[src/rtl/ram_pkg.sv]
// Shared widths and controller state encoding for the 16x4 data RAM path.
package ram_pkg;

  localparam int ADDR_W    = 4;
  localparam int DATA_W    = 4;
  localparam int DEPTH     = 16;
  localparam int RAM_OUT_W = 16;

  localparam logic [ADDR_W-1:0] LAST_ADDR = ADDR_W'(DEPTH - 1);

  typedef enum logic [2:0] {
    INIT      = 3'd0,
    IDLE      = 3'd1,
    WRITE     = 3'd2,
    READ_ADDR = 3'd3,
    READ_CAP  = 3'd4,
    RESP      = 3'd5
  } ram_ctrl_state_t;

endpackage

[src/rtl/ram_access_ctrl.sv]
// Single-outstanding request controller for the 16x4 RAM: writes take 2 cycles, reads 4 (RAM read is registered).
// req_ready is high only in IDLE; a read response is held in RESP until rsp_ready.
module ram_access_ctrl
  import ram_pkg::*;
#(
  parameter bit                INIT_EN    = 1'b1,
  parameter logic [DATA_W-1:0] INIT_VALUE = 4'h0
) (
  input  logic                 clk,
  input  logic                 rst,
  input  logic                 req_valid,
  output logic                 req_ready,
  input  logic                 req_write,
  input  logic [ADDR_W-1:0]    req_addr,
  input  logic [DATA_W-1:0]    req_wdata,
  output logic                 rsp_valid,
  input  logic                 rsp_ready,
  output logic [DATA_W-1:0]    rsp_data,
  output logic                 init_done,
  output logic                 ram_write_en,
  output logic [ADDR_W-1:0]    ram_addr,
  output logic [DATA_W-1:0]    ram_dataIN,
  input  logic [RAM_OUT_W-1:0] ram_dataOut
);

  ram_ctrl_state_t state, state_n;

  logic              we_n;
  logic [ADDR_W-1:0] addr_n;
  logic [DATA_W-1:0] data_n;
  logic [DATA_W-1:0] rsp_data_n;

  // Only the low nibble of the RAM output carries data.
  logic unused_ram_hi;
  assign unused_ram_hi = ^ram_dataOut[RAM_OUT_W-1:DATA_W];

  always_ff @(posedge clk or posedge rst) begin
    if (rst) begin
      state <= INIT_EN ? INIT : IDLE;
    end else begin
      state <= state_n;
    end
  end

  always_comb begin
    state_n    = state;
    we_n       = 1'b0;
    addr_n     = ram_addr;
    data_n     = ram_dataIN;
    rsp_data_n = rsp_data;
    case (state)
      INIT: begin
        // ram_write_en doubles as the "sweep has started" flag: it is 0 only
        // straight out of reset, when address 0 still has to be presented.
        data_n = INIT_VALUE;
        if (ram_write_en && ram_addr == LAST_ADDR) begin
          state_n = IDLE;
        end else begin
          we_n   = 1'b1;
          addr_n = ram_write_en ? ram_addr + 4'd1 : '0;
        end
      end
      IDLE: begin
        if (req_valid && req_ready) begin
          addr_n = req_addr;
          if (req_write) begin
            data_n  = req_wdata;
            we_n    = 1'b1;
            state_n = WRITE;
          end else begin
            state_n = READ_ADDR;
          end
        end
      end
      WRITE:     state_n = IDLE;
      READ_ADDR: state_n = READ_CAP;
      READ_CAP: begin
        rsp_data_n = ram_dataOut[DATA_W-1:0];
        state_n    = RESP;
      end
      RESP: begin
        if (rsp_ready) state_n = IDLE;
      end
      default: state_n = IDLE;
    endcase
  end

  // All outputs are registered from the next state so nothing glitches.
  always_ff @(posedge clk or posedge rst) begin
    if (rst) begin
      req_ready    <= 1'b0;
      rsp_valid    <= 1'b0;
      rsp_data     <= '0;
      init_done    <= 1'b0;
      ram_write_en <= 1'b0;
      ram_addr     <= '0;
      ram_dataIN   <= '0;
    end else begin
      req_ready    <= (state_n == IDLE);
      rsp_valid    <= (state_n == RESP);
      rsp_data     <= rsp_data_n;
      init_done    <= init_done | (state_n != INIT);
      ram_write_en <= we_n;
      ram_addr     <= addr_n;
      ram_dataIN   <= data_n;
    end
  end

endmodule

[config.mk]
export PLATFORM = sky130hd
export DESIGN_NAME = ram_access_ctrl
export DESIGN_NICKNAME = d
export VERILOG_FILES = /design/src/rtl/ram_pkg.sv /design/src/rtl/ram_access_ctrl.sv
export SDC_FILE = /design/constraint.sdc
export NUM_CORES = 1
export LEC_CHECK = 0
export ABC_AREA = 0
export ABC_CLOCK_PERIOD_IN_PS = 1950
export CAP_MARGIN = 20
export CORE_UTILIZATION = 39
export DETAILED_ROUTE_END_ITERATION = 7
export PLACE_DENSITY = 0.76
export RECOVER_POWER = 50
export SLEW_MARGIN = 20
export SYNTH_ARGS = -nofsm -noshare
export SYNTH_HDL_FRONTEND = slang
export SYNTH_SLANG_ARGS = --single-unit
[constraint.sdc]
create_clock -name clk -period 1.95 [get_ports clk]
set_clock_uncertainty 0.15 [all_clocks]
set_input_delay 0.4875 -clock clk [delete_from_list [all_inputs] [get_ports clk]]
set_output_delay 0.4875 -clock clk [all_outputs]
set_load 0.005 [all_outputs]
==> impl_results.md, run 1 <==
- Longest Clk Path Bufs: 2
- Post-CTS sizing: 0
- Final setup TNS: 0 ps
- Ys flop type: dfrtp_1
- Row count: 16
- # H-tree levels: 1
- DRT antenna net count: 0
- Clock Latency Late Sink: 290 ps
- # placed instances: 138
- DR vias/cell: 5.12
- Die area: 0.00246 mm²
- Reg2Reg Depth: 3
- Commonest cells after routing, fill and taps aside: 30 x clkdlybuf4s50_1, 19 x dfrtp_1, 8 x nand2_1
- Hold Crit Class: flop to flop
- Non-filler instance count after layout: 142
- Reg2reg start: state[2]
- Initial Utilization: 0.433
- Crit path launch type: flop
- Post-layout minimum cycle time: 1880 ps
- Fin util: 0.626
- DR pass1 iterations: 4
- Layout cells sized above 1: 0.148
- Total power: 1.74 mW
- Largest net degree at the start of global routing: 20
- Total gr overflow: 0
- Placed instance area: 0.00126 mm²
- Sequential area share after synthesis: 0.537
- Cells on Worst Hold Path: 1
- Outcome: finished, final reports clean
- First-pass GRT wire length: 3080 µm
- Number of I/O pins: 45
- Fillers: 194
- Slew @ Worst Pin: 987 ps
- Peak VDD IR: 0.950 mV
- Reg2Reg Setup Slack: 200 ps
- Reg-to-Reg End: ram_addr[0]
- Setup WS pre-CTS: -27.5 ps
- Mapped Area: 885 µm²
- Final Max Tran Viols: 0
- Hold Slack: 348 ps
- ANT cells: 0
- Peak Freq: 532 MHz
- Post-CTS Setup Repair Bufs: 0
- Post-synth cell types: 35
- Final Hold Viols: 0
- Gr usage total: 0.166
- Initial DRC Count: 15
- Slowest cell on crit path: clkdlybuf4s50_1
- Worst EP arrival: 1240 ps
- Max Cap Viol: 0
- Final wirelength: 1940 µm
- Die W: 49.6 µm
- Final period util: 0.965
- Worst Hold Launch: init_done
- Worst Path Buf+Inv: 1
- WHS Endpoint: init_done
- Gpl congestion: 0.814
- Port bufs: 32
- Mean Syn Cell Area: 11.5 µm²
- Nets: 146
- Via count: 727
- Crit-path max cell delay: 520 ps
- FF/Latch Area: 475 µm²
- Leak pwr: 0.569 nW
- CTS Root Cell: clkbuf_4
- CP cell instances: clkdlybuf4s50_1
- CP max FO: 5
- Routed len/inst: 13.7 µm
- Num CTS Buffers: 3
- Vias in the first global route: 689
- Initial antenna violation count: 0
- Setup-failing EPs final: 0
- Slew HR: 0.342
- Core area: 0.00204 mm²
- Fin area: 0.00128 mm²
- Commonest non-fill, non-tap cell in the layout: clkdlybuf4s50_1
- Mapped Nets: 107
- CP Capture Type: output pin
- Async SR Flop Fraction: 1.00
- Synthesized flop and latch total: 19
- DRC viols: 0
- Clock sinks: 19
- Critical Path RT: 1310 ps
- Worst path top cell family by delay: buffers and inverters
- Synthesis warning total: 0
- PnR worst setup slack: 68.5 ps
- RSZ-0062 raised after global routing: no
- Layout area overhead: 44.6%
- Multi-input combinational cell area: 382 µm²
- Synthesized netlist cell count: 77
- Hold-fix buffers at CTS: 0
- WP depth: 1
- Critical path class: flop to output pin
- Chip height: 49.6 µm
- Power Density: 1360 mW/mm²
- EDFF count, synth: 0
- CTS tree: yes
- Clk slew on worst S/H paths: 100 ps
- Placed wire-length estimate: 1460 µm
-- flip-flops by register name, summed over array words and instances, names as in the netlist --
register and count:
init_done 1, state 3, ram_write_en 1, rsp_data 4, req_ready 1, ram_dataIN 4, ram_addr 4, rsp_valid 1
-- report_power, final --
| group | internal, mW | total [mW] | switching, mW | leakage [nW] |
|---|---|---|---|---|
| Combinational | 0.522 | 0.897 | 0.375 | 0.313 |
| Sequential | 0.533 | 0.646 | 0.113 | 0.241 |
| Clock | 0.0795 | 0.193 | 0.114 | 0.0150 |
-- worst max-delay path by stage --
stage | end | startpoint | slack [ps]
finish | ram_addr[0] | ram_addr[0] | 70
detailed placement | ram_dataIN[1] | req_valid | -30
global route | ram_addr[0] | ram_addr[0] | 6
CTS | ram_addr[0] | ram_addr[0] | 60
global placement | ram_dataIN[0] | req_valid | -8
floorplan | ram_addr[0] | state[2] | 320
-- synth_stat cells (2+ instances only) --
library cell  instances  area, µm²
mux2_2                4       45.0
dfrtp_1              19        475
o22ai_1               2       12.5
a22o_1                3       26.3
nand3_1               2       10.0
or2b_1                2       15.0
nor2_1                3       11.3
inv_1                 2       7.51
nand2_1               8       30.0
o21ai_0               2       10.0
a21oi_1               4       20.0
a22o_2                3       30.0
-- layer usage --
metal	wire length (µm)	GRT usage
met2	1000	0.284
met3	43	0.0463
met4	14	0.0429
met5	0	0
met1	883	0.205
-- cells by family (layout without fill, tap and decap cells) --
logic type	count (synthesis)	after routing	share of synthesized area
fa+ha+maj	1	1	0.0141
mux	5	5	0.0679
flops	19	19	0.537
simple gates	25	25	0.156
buf+inv	5	43	0.0311
compound gates	22	22	0.194
-- final cells by class --
type                    instances  share of cell area
clock buffers                   4              0.0205
inverters                       2             0.00587
multi-input cells              53               0.298
flip-flops and latches         19               0.372
well taps                      27              0.0264
repair buffers                 37               0.277
Note: power is estimated with default switching activity, not from simulation.
==> inputs of run 2 (changes only) <==
--- a/config.mk
+++ b/config.mk
@@ -8,8 +8,11 @@
 export ABC_AREA = 0
 export ABC_CLOCK_PERIOD_IN_PS = 1950
 export CAP_MARGIN = 20
+export CORE_MARGIN = 2
 export CORE_UTILIZATION = 39
 export DETAILED_ROUTE_END_ITERATION = 7
+export GPL_TIMING_DRIVEN = 1
+export MAX_ROUTING_LAYER = met4
 export PLACE_DENSITY = 0.76
 export RECOVER_POWER = 50
 export SLEW_MARGIN = 20
==> run 2 against run 1 <==
  * Clock power about the same
  * Register-to-register slack about the same
  * Worst setup slack about the same
  * Critical path depth unchanged
  * First-iteration DRC count down 13%
  * Fmax about the same
  * Highest routed layer is now met3
  * Global-route usage up 0.13 points
==> impl_results.md, run 2 (synthesis gave the netlist of run 1 again) <==
- Outcome: finished, final reports clean
- DRC viols: 0 (unchanged)
- Gr usage total: 0.168 (+0.00128)
- Worst EP arrival: 1240 ps (about the same)
- Die W: 51.6 µm (+4.0%)
- DR vias/cell: 5.25 (+2.6%)
- Crit path launch type: flop
- DRT antenna net count: 0 (unchanged)
- Vias in the first global route: 794 (+15%)
- Num CTS Buffers: 3 (unchanged)
- CP cell instances: clkdlybuf4s50_1
- Number of I/O pins: 45 (unchanged)
- PnR worst setup slack: 68.5 ps (-0.0586 ps)
- # H-tree levels: 1 (unchanged)
- Setup-failing EPs final: 0 (unchanged)
- Layout area overhead: 44.7% (about the same)
- Multi-input combinational cell area: 382 µm² (unchanged)
- Commonest cells after routing, fill and taps aside: 30 x clkdlybuf4s50_1, 19 x dfrtp_1, 8 x nand2_1
- Slew @ Worst Pin: 1030 ps (+47.7 ps)
- Layout cells sized above 1: 0.148 (unchanged)
- Port bufs: 32 (unchanged)
- Initial DRC Count: 13 (-2)
- Total gr overflow: 0 (unchanged)
- Routed len/inst: 14.0 µm (+2.4%)
- Fin util: 0.590 (-0.0363)
- Final setup TNS: 0 ps (unchanged)
- Hold Crit Class: flop to flop
- Die area: 0.00267 mm² (+8.2%)
- Post-layout minimum cycle time: 1880 ps (+0.0586 ps)
- Setup WS pre-CTS: -27.5 ps (+0.0595 ps)
- Final Hold Viols: 0 (unchanged)
- Slowest cell on crit path: clkdlybuf4s50_1
- CP max FO: 6 (+1)
- Final Max Tran Viols: 0 (unchanged)
- Hold-fix buffers at CTS: 0 (unchanged)
- CP Capture Type: output pin
- Core area: 0.00217 mm² (+6.2%)
- RSZ-0062 raised after global routing: no
- FF/Latch Area: 475 µm² (unchanged)
- Commonest non-fill, non-tap cell in the layout: clkdlybuf4s50_1
- Clock sinks: 19 (unchanged)
- Top Registers: ram_addr (4), ram_dataIN (4), rsp_data (4)
- Reg-to-Reg End: ram_addr[0]
- Nets: 146 (unchanged)
- Leak pwr: 0.570 nW (+0.14%)
- Power Density: 1370 mW/mm² (+0.78%)
- Gpl congestion: 0.729 (-10%)
- Largest net degree at the start of global routing: 20 (unchanged)
- CTS Root Cell: clkbuf_4
- Worst Path Buf+Inv: 1 (unchanged)
- Max Cap Viol: 0 (unchanged)
- Worst path top cell family by delay: buffers and inverters
- WP depth: 1 (unchanged)
- Reg2Reg Setup Slack: 190 ps (about the same)
- ANT cells: 0 (unchanged)
- Worst setup path startpoint: ram_write_en
- Critical Path RT: 1310 ps (about the same)
- Critical Path Sink: ram_write_en
- Slew HR: 0.310 (-0.0318)
- Fillers: 199 (+2.6%)
- Initial antenna violation count: 0 (unchanged)
- Final wirelength: 2000 µm (+3.1%)
- Chip height: 51.6 µm (+4.0%)
- Longest Clk Path Bufs: 2 (unchanged)
- Post-CTS Setup Repair Bufs: 0 (unchanged)
- Crit-path max cell delay: 530 ps (about the same)
- CTS tree: yes
- Clk slew on worst S/H paths: 100 ps (about the same)
- Post-CTS sizing: 0 (unchanged)
- Peak Freq: 531 MHz (about the same)
- Peak VDD IR: 0.854 mV (-10%)
- Critical path class: flop to output pin
- First-pass GRT wire length: 3350 µm (+8.7%)
- Clock Latency Late Sink: 280 ps (about the same)
- Reg2Reg Depth: 3 (unchanged)
- Placed wire-length estimate: 1510 µm (+3.0%)
- Final period util: 0.965 (about the same)
- Reg2reg start: state[2]
- Initial Utilization: 0.408 (-0.0255)
- Via count: 751 (+3.3%)
- DR pass1 iterations: 4 (unchanged)
- Row count: 17 (+1)
## run 2: cell counts in the layout (fill, tap and decap cells not counted)
No cell type changed its count.
## run 2: metrics by stage
step / area, µm² / cells / power [mW] / hold WS [ps]
6_report: 1280 / 143 / 1.75 / 344
3_3_place_gp: 1250 / 138 / 1.52 / 310
4_1_cts: 1280 / 142 / 1.76 / 345
2_1_floorplan: 885 / 77 / 1.17 / 289
3_5_place_dp: 1250 / 138 / 1.55 / 319
5_1_grt: 1280 / 143 / 1.89 / 376
## run 2: report_power, final
| part | switching (mW) | internal [mW] | total [mW] |
|---|---|---|---|
| Clock | 0.114 | 0.0794 | 0.193 |
| Sequential | 0.106 | 0.533 | 0.639 |
| Combinational | 0.394 | 0.525 | 0.919 |
| Total | 0.614 | 1.14 | 1.75 |
## run 2: how the worst min path moves through the flow
stage / slack [ps] / end / cells after the start / start
after global routing: 380 / init_done / 1 / init_done
after detailed placement: 320 / init_done / 1 / init_done
after floorplan: 290 / init_done / 1 / rst
after global placement: 310 / init_done / 1 / init_done
final: 340 / init_done / 1 / init_done
after CTS: 340 / init_done / 1 / init_done
## run 2: layout make-up
type / count / area share
sequential: 19 / 0.371
multi-input combinational: 53 / 0.298
timing repair buffer: 37 / 0.277
tap: 28 / 0.0274
clock buffer: 4 / 0.0205
inverter: 2 / 0.00587
## run 2: metal layers
layer | GRT usage | share of wire | routed length, µm
met1 | 0.193 | 0.41 | 820
met2 | 0.316 | 0.53 | 1070
met3 | 0.0287 | 0.056 | 113
met4 | 0.0132 | 0 | 0
met5 | - | 0 | 0
